**config.mk**
```make
export PLATFORM = sky130hd
export DESIGN_NAME = decode_buffer
export DESIGN_NICKNAME = d
export VERILOG_FILES = /design/src/rtl/decode_pkg.sv /design/src/rtl/decode_buffer.sv
export SDC_FILE = /design/constraint.sdc
export NUM_CORES = 1
export LEC_CHECK = 0
export BUFFER_PORTS_ARGS = -buffer_cell sky130_fd_sc_hd__buf_2
export CORE_MARGIN = 2
export CORE_UTILIZATION = 55
export DETAILED_ROUTE_END_ITERATION = 8
export PLACE_DENSITY = 0.77
export SLEW_MARGIN = 20
export SYNTH_ARGS = -nofsm -noshare
export SYNTH_HDL_FRONTEND = slang
export SYNTH_SLANG_ARGS = --single-unit
```
**constraint.sdc**
```tcl
create_clock -name clk -period 4.1 [get_ports clk]
set_input_delay 0.82 -clock clk [delete_from_list [all_inputs] [get_ports clk]]
set_output_delay 0.82 -clock clk [all_outputs]
set_load 0.05 [all_outputs]
```
**src/rtl/decode_pkg.sv**
```systemverilog
// Shared constants and payload type for the fetch-to-decode instruction queue.
package decode_pkg;

    localparam int unsigned XLEN_DEFAULT = 32;
    localparam int unsigned ILEN         = 32;
    localparam logic [ILEN-1:0] NOP_INSTR = 32'h0000_0013;

    typedef struct packed {
        logic [ILEN-1:0]         instr;
        logic [XLEN_DEFAULT-1:0] pc;
    } decode_entry_t;

endpackage

```
**src/rtl/decode_buffer.sv**
```systemverilog
// DEPTH-entry instruction/PC queue between fetch and decode with flush and
// optional empty-queue bypass; drives a NOP bubble when nothing is valid.
module decode_buffer
    import decode_pkg::*;
#(
    parameter int unsigned     XLEN   = XLEN_DEFAULT,
    parameter int unsigned     DEPTH  = 4,
    parameter bit              BYPASS = 1'b0,
    parameter logic [ILEN-1:0] NOP    = NOP_INSTR
) (
    input  logic                       clk,
    input  logic                       rst_n,
    input  logic                       in_valid_f,
    input  logic [ILEN-1:0]            in_instr_f,
    input  logic [XLEN-1:0]            in_pc_f,
    output logic                       in_ready_f,
    input  logic                       stall_d,
    input  logic                       flush_d,
    output logic                       out_valid_d,
    output logic [ILEN-1:0]            instr_d,
    output logic [XLEN-1:0]            pc_d,
    output logic [$clog2(DEPTH):0]     count,
    output logic                       full,
    output logic                       empty
);

    localparam int unsigned AW = $clog2(DEPTH);
    localparam int unsigned CW = AW + 1;

    typedef struct packed {
        logic [ILEN-1:0] instr;
        logic [XLEN-1:0] pc;
    } entry_t;

    entry_t        mem [DEPTH];
    logic [AW-1:0] rp;
    logic [AW-1:0] wp;
    logic          bypass_hit;
    logic          bypass_take;
    logic          push;
    logic          pop;
    entry_t        head;

    assign empty = (count == CW'(0));
    assign full  = (count == CW'(DEPTH));
    assign head  = mem[rp];

    // An empty queue may hand the fetch input straight to decode
    assign bypass_hit  = BYPASS && empty && in_valid_f && !flush_d;
    assign bypass_take = bypass_hit && !stall_d;

    assign in_ready_f = !full && !flush_d;
    assign push       = in_valid_f && in_ready_f && !bypass_take;
    assign pop        = !empty && !stall_d && !flush_d;

    // Output mux: stored head, bypassed input, or bubble
    always_comb begin
        out_valid_d = 1'b0;
        instr_d     = NOP;
        pc_d        = '0;
        if (!empty) begin
            out_valid_d = 1'b1;
            instr_d     = head.instr;
            pc_d        = head.pc;
        end else if (bypass_hit) begin
            out_valid_d = 1'b1;
            instr_d     = in_instr_f;
            pc_d        = in_pc_f;
        end
    end

    // Pointers and occupancy; flush returns everything to the origin
    always_ff @(posedge clk or negedge rst_n) begin
        if (!rst_n) begin
            rp    <= '0;
            wp    <= '0;
            count <= '0;
        end else if (flush_d) begin
            rp    <= '0;
            wp    <= '0;
            count <= '0;
        end else begin
            if (push) wp <= wp + AW'(1);
            if (pop)  rp <= rp + AW'(1);
            count <= count + CW'(push) - CW'(pop);
        end
    end

    always_ff @(posedge clk) begin
        if (push) mem[wp] <= '{instr: in_instr_f, pc: in_pc_f};
    end

endmodule

```
Word level (Yosys, flattened, before mapping)

Memories as Yosys holds them, arrays and structs flattened.
Index checks and enable logic that the tools add are counted.
Widths: inputs -> output; s select.

Bits in registers: 7
Bits in writable memories: 256
Bits of input ports: 69
Output and inout port bits: 71
Logic and storage cells: 30
Memories: 1

Memories:

| memory | depth | width | rd ports | clocked after memory_dff | write ports | RTL line            | RTL |
|---|---|---|---|---|---|---|---|
| mem    | 4     | 64    | 1        | 0                        | 1           | decode_buffer.sv:35 | `entry_t mem [DEPTH];` |

Add/subtract/negate cells: 4
Equal/unequal tests: 1
Mux-type cells: 10
Reduce and logical (&&, ||, !) cells: 11

Operators with widths:

| operator            | number |
|---|---|
| $mux 32             | 2 |
| $mux 2              | 4 |
| $add 2x1->2 const B | 2 |
| $logic_and 1x1->1   | 4 |
| $logic_not 1->1     | 4 |
| $reduce_bool 2->1   | 2 |
| $add 3x1->3         | 1 |
| $eq 3x3->1 const B  | 1 |
| $logic_not 3->1     | 1 |
| $mux 1              | 3 |
| $mux 3              | 1 |
| $sub 3x1->3         | 1 |

Logic depth before layout (Yosys ltp)

Word-level depth: 7
Depth in mapped cells: 12
Depth with buffers taken out: 11

Least setup slack after synthesis

Ideal clock, no wire load.

Kind: register -> register
Start point: reg count[2]
End point: mem mem[0][0] (netlist bit), enable pin
Library setup time: 547 ps
Arrival time: 3246 ps
Path slack: 307 ps
Cell stages (with the launch flop): 4
Buffers on the path: 0
Clock period less this slack: 3793 ps
Cells stage by stage: dfrtp_1 -> nor3b_1 -> nor3_1 -> and2_1

Word-level cells in the longest chain between the ends: 6

Ends and longest elaborated chain:

| what                         | RTL line            | RTL |
|---|---|---|
| start, declared              | decode_buffer.sv:22 | `output logic [$clog2(DEPTH):0] count,` |
| start signal, assigned       | decode_buffer.sv:85 | `count <= count + CW'(push) - CW'(pop);` |
| $eq 3x3->1                   | decode_buffer.sv:45 | `assign full = (count == CW'(DEPTH));` |
| named net full               | decode_buffer.sv:23 | `output logic full,` |
| $logic_not 1->1              | decode_buffer.sv:52 | `assign in_ready_f = !full && !flush_d;` |
| $logic_and 1x1->1            | decode_buffer.sv:52 |  |
| $logic_and 1x1->1            | decode_buffer.sv:53 | `assign push = in_valid_f && in_ready_f && !bypass_take;` |
| $mux 1                       | decode_buffer.sv:90 | `if (push) mem[wp] <= '{instr: in_instr_f, pc: in_pc_f};` |
| $mux 1 (implied by the code) | decode_buffer.sv:90 |  |
| end, declared                | decode_buffer.sv:35 |  |

The timed path passes the listed nets, and every way through them passes these cells.

Worst setup path in the final report

Start point: reg rp[0]
End point: out instr_d[0]

Word-level cells in the longest chain between the ends: 2

Ends and longest elaborated chain:

| what                   | RTL line            | RTL |
|---|---|---|
| start, declared        | decode_buffer.sv:36 | `logic [AW-1:0] rp;` |
| start signal, assigned | decode_buffer.sv:84 | `if (pop) rp <= rp + AW'(1);` |
| $mem_v2 4x64           | n/a                 |  |
| $mux 32                | decode_buffer.sv:61 | `if (!empty) begin` |
| end, declared          | decode_buffer.sv:20 | `output logic [ILEN-1:0] instr_d,` |

No other way between the ends.

==> metrics.log <==
[metrics] maximum number of pins on one net before global-route repair: 67
[metrics] Resized Gates After CTS: 0
[metrics] CTS Buf Count: 26
[metrics] FF+latch count, synth: 263
[metrics] actual slew at the worst max-slew pin: 0.9908 ns
[metrics] # nets final: 679
[metrics] Worst IR Drop VDD: 0.4845 mV
[metrics] standard-cell row count: 49
[metrics] Max-Cap Viols: 0
[metrics] proportion of netlist area held by the largest area contributor: 0.7570
[metrics] worst-case clock skew: 0.007358 ns
[metrics] min Tclk post-route: 3.322 ns
[metrics] main combinational cell family by area after synthesis: multiplexers
[metrics] total global routing overflow: 0
[metrics] Worst setup SP type: flip-flop
[metrics] number of buffers added on ports: 139
[metrics] setup tns final: 0 ns
[metrics] Hold Vio Cnt, Final: 0
[metrics] Avg Cell Area, Syn: 22.32 µm²
[metrics] yosys warns: 0
[metrics] Clock Sink Count: 263
[metrics] utilization after layout: 0.6574
[metrics] Storage cell area: 7870 µm²
[metrics] number of vias per cell: 5.612
[metrics] sequential share of power: 0.397
[metrics] Reg-to-Reg Start: count[2]
[metrics] leading area contributor after synthesis: sky130_fd_sc_hd__edfxtp_1
[metrics] total leakage power: 4.089 nW
[metrics] HPWL after detailed placement: 10.34 mm
[metrics] maximum buffer depth of the clock tree: 3
[metrics] cell-by-cell listing of the critical path: buf_16 > mux4_2 > or2_1 > buf_2
[metrics] Critical Path RT: 3.28 ns
[metrics] Post-synth EDFFs: 256
[metrics] Crit path largest cell delay: 0.72 ns
[metrics] clock-pin transition on the worst setup and hold timing paths: 0.06 ns
[metrics] detailed router's first-iteration violation count: 279
[metrics] clock tree root buffer cell: sky130_fd_sc_hd__clkbuf_16
[metrics] leading post-synthesis cells by cell area: sky130_fd_sc_hd__edfxtp_1, sky130_fd_sc_hd__mux4_2, sky130_fd_sc_hd__and2_1, sky130_fd_sc_hd__dfrtp_1, sky130_fd_sc_hd__ha_1
[metrics] initial standard-cell utilization of the core: 0.5634
[metrics] PwrDens: 689.8 nW/µm²
[metrics] class of the most critical setup path: reg -> out
[metrics] number of nets produced by synthesis: 531
[metrics] Critical Path End Type: output port
[metrics] share of power burned in combinational logic: 0.332
[metrics] die width: 139.9 µm
[metrics] buffers plus inverters on the worst setup path: 2
[metrics] switching power: 2.940 mW
[metrics] TritonRoute pass-1 iters: 4
[metrics] M1 wire length: 7.239 mm
[metrics] CP max stage cell: sky130_fd_sc_hd__dfrtp_4
[metrics] terminus of the critical flop-to-flop path: count[2]
[metrics] Tot GR Track Use: 0.1874
[metrics] Die Y: 139.9 µm
[metrics] total standard cell area after synthesis: 10,150 µm²
[metrics] antenna violations before repair: 2
[metrics] Filler cells: 1,195
[metrics] global-route wire length before repair: 28.23 mm
[metrics] layout overhead on the synthesized area: 16.68%
[metrics] family with the most delay on the worst path: flip-flops
[metrics] Async SR Flop Fraction: 0.02662
[metrics] setup violators final: 0
[metrics] Post-route DRC: 0
[metrics] Place WS: 0.7966 ns
[metrics] adder-cell share of the synthesized area: 0.009364
[metrics] routed wirelength normalized by instance count: 21.11 µm
[metrics] setup ws final: 0.7776 ns
[metrics] fraction of synthesized area in multiplexers: 0.1431
[metrics] TritonCTS clock tree: built
[metrics] setup repair after global routing missed its margin: false
[metrics] weighted congestion reported at the end of routability-driven placement: 0.7555
[metrics] highest metal layer used by the detailed router: met4
[metrics] run status: complete, no violations
[metrics] worst relative slew slack: 0.3395
[metrics] most repeated cell in the gate-level netlist after synthesis: sky130_fd_sc_hd__edfxtp_1
[metrics] routed wire length: 17.98 mm
[metrics] path depth of the worst reg2reg path: 11
[metrics] simple-gate portion of the synthesized area: 0.04990
[metrics] number of instances in the synthesized netlist: 455
[metrics] Max FO, Critical Path: 31
[metrics] Internal: 5.234 mW
[metrics] clock share of power: 0.272
[metrics] compound-gate portion of the synthesized area: 0.002957
[metrics] number of hold buffers added after CTS: 0
[metrics] signal arrival time at the worst endpoint: 2.50 ns
[metrics] xor-xnor portion of the synthesized cell area: 0.0008625
[metrics] via count of the first global-routing pass: 5,067
[metrics] net switching share of the total power: 0.3597
[metrics] type of the worst min-delay path: in -> async
[metrics] post-synthesis sequential area ratio: 0.7743
[metrics] Clk Latency, worst-skew pair: 0.51 ns
[metrics] Multi-input gate area: 2105 µm²
[metrics] Final period util: 0.8104
[metrics] number of nets with antenna violations after routing: 0
[metrics] number of levels the H-tree was split into: 1
[metrics] Total Power: 8.174 mW
[metrics] vias after detailed routing: 4,781
[metrics] number of top-level pins: 140
[metrics] Fmax: 301.0 MHz
[metrics] overall die area: 19,570 µm²
[metrics] max-slew violation count: 0
[metrics] met3 WL post-DR: 885 µm
[metrics] routed length on met2: 9.487 mm
[metrics] area inside the core boundary: 18,020 µm²
[metrics] ratio of cells with drive above 1 in the final layout: 0.4026
[metrics] Yosys cell types: 25
[metrics] Post CTS Setup Buffer Count: 0
[metrics] most frequent cells after synthesis: sky130_fd_sc_hd__edfxtp_1, sky130_fd_sc_hd__and2_1, sky130_fd_sc_hd__mux4_2, sky130_fd_sc_hd__clkbuf_1, sky130_fd_sc_hd__dfrtp_1
[metrics] most frequently used flop master after synthesis: sky130_fd_sc_hd__edfxtp_1
[metrics] flop2flop setup slack: 1.32 ns
final cells by class:
type,instances,share of cell area
Tap cell,229,0.02418
Clock buffer,30,0.05797
Inverter,7,0.002218
Sequential cell,263,0.6642
Clock inverter,16,0.01045
Timing Repair Buffer,143,0.06294
Multi-Input combinational cell,162,0.1776
Antenna cell,2,0.0004224
layer usage:
| layer | GRT usage | vias to the layer above |
|---|---|---|
| met3 | 0.03166 | 27 |
| met4 | 0.05368 | 0 |
| met5 | 0 | - |
| met2 | 0.3214 | 141 |
| li1 | - | 2135 |
| met1 | 0.2521 | 2478 |
sequential cells by signal, indices dropped and copies added (netlist names):
signal	count
count	3
mem	256
rp	2
wp	2
per-stage QoR:
| step | cell area [µm²] | hold WS [ns] | instances |
|---|---|---|---|
| after global placement | 11010 | 0.5875 | 803 |
| after floorplan | 10150 | 0.5244 | 455 |
| after detailed placement | 11010 | 0.6150 | 803 |
| after CTS | 11820 | 0.1248 | 849 |
| final | 11850 | 0.1319 | 852 |
| after global routing | 11850 | 0.1350 | 852 |
worst max path at each step:
stage / from / to / cells past startpoint
2_1_floorplan: count[2] / mem[0][0] / 3
3_3_place_gp: rp[0] / instr_d[20] / 4
3_5_place_dp: rp[0] / instr_d[17] / 4
4_1_cts: rp[0] / instr_d[17] / 4
5_1_grt: rp[0] / pc_d[26] / 4
6_report: rp[0] / instr_d[0] / 4
power by group through the flow:
stage          Sequential, mW  Clock, mW  Combinational, mW
2_1_floorplan            3.25          0               2.18
3_3_place_gp             3.35          0               2.64
3_5_place_dp             3.36          0               2.67
4_1_cts                  3.30       2.27               2.67
5_1_grt                  3.26       2.37               2.86
6_report                 3.24       2.22               2.71
kinds of logic after synthesis:
family,count (synthesis)
AO/OA/AOI/OAI,6
XOR/XNOR,1
adder cells (fa/ha/maj),7
buffers and inverters,30
flip-flops,263
multiplexers,65
AND/OR/NAND/NOR,83
cell usage in the layout (no fill, tap or decap):
cell type,n
sky130_fd_sc_hd__clkbuf_1,3
sky130_fd_sc_hd__edfxtp_1,256
sky130_fd_sc_hd__inv_2,1
sky130_fd_sc_hd__mux4_2,64
sky130_fd_sc_hd__and2_4,4
sky130_fd_sc_hd__fa_1,1
sky130_fd_sc_hd__clkbuf_16,27
sky130_fd_sc_hd__buf_16,1
sky130_fd_sc_hd__inv_1,6
sky130_fd_sc_hd__clkinv_2,3
sky130_fd_sc_hd__dfrtp_1,5
sky130_fd_sc_hd__ha_1,6
sky130_fd_sc_hd__nor3_1,3
sky130_fd_sc_hd__or3_2,1
sky130_fd_sc_hd__nor3b_1,1
sky130_fd_sc_hd__bufinv_16,2
sky130_fd_sc_hd__nor2b_1,1
sky130_fd_sc_hd__a21oi_1,3
sky130_fd_sc_hd__buf_2,139
sky130_fd_sc_hd__or3_1,3
sky130_fd_sc_hd__dfrtp_4,2
sky130_fd_sc_hd__clkinv_1,9
sky130_fd_sc_hd__or2_1,3
sky130_fd_sc_hd__and2_1,62
sky130_fd_sc_hd__nor2_1,4
sky130_fd_sc_hd__mux2_2,1
sky130_fd_sc_hd__diode_2,2
sky130_fd_sc_hd__buf_4,3
sky130_fd_sc_hd__nand2b_1,1
sky130_fd_sc_hd__clkinvlp_4,2
sky130_fd_sc_hd__o21ai_0,3
sky130_fd_sc_hd__xor2_1,1
Power figures use the tool's default switching activity.
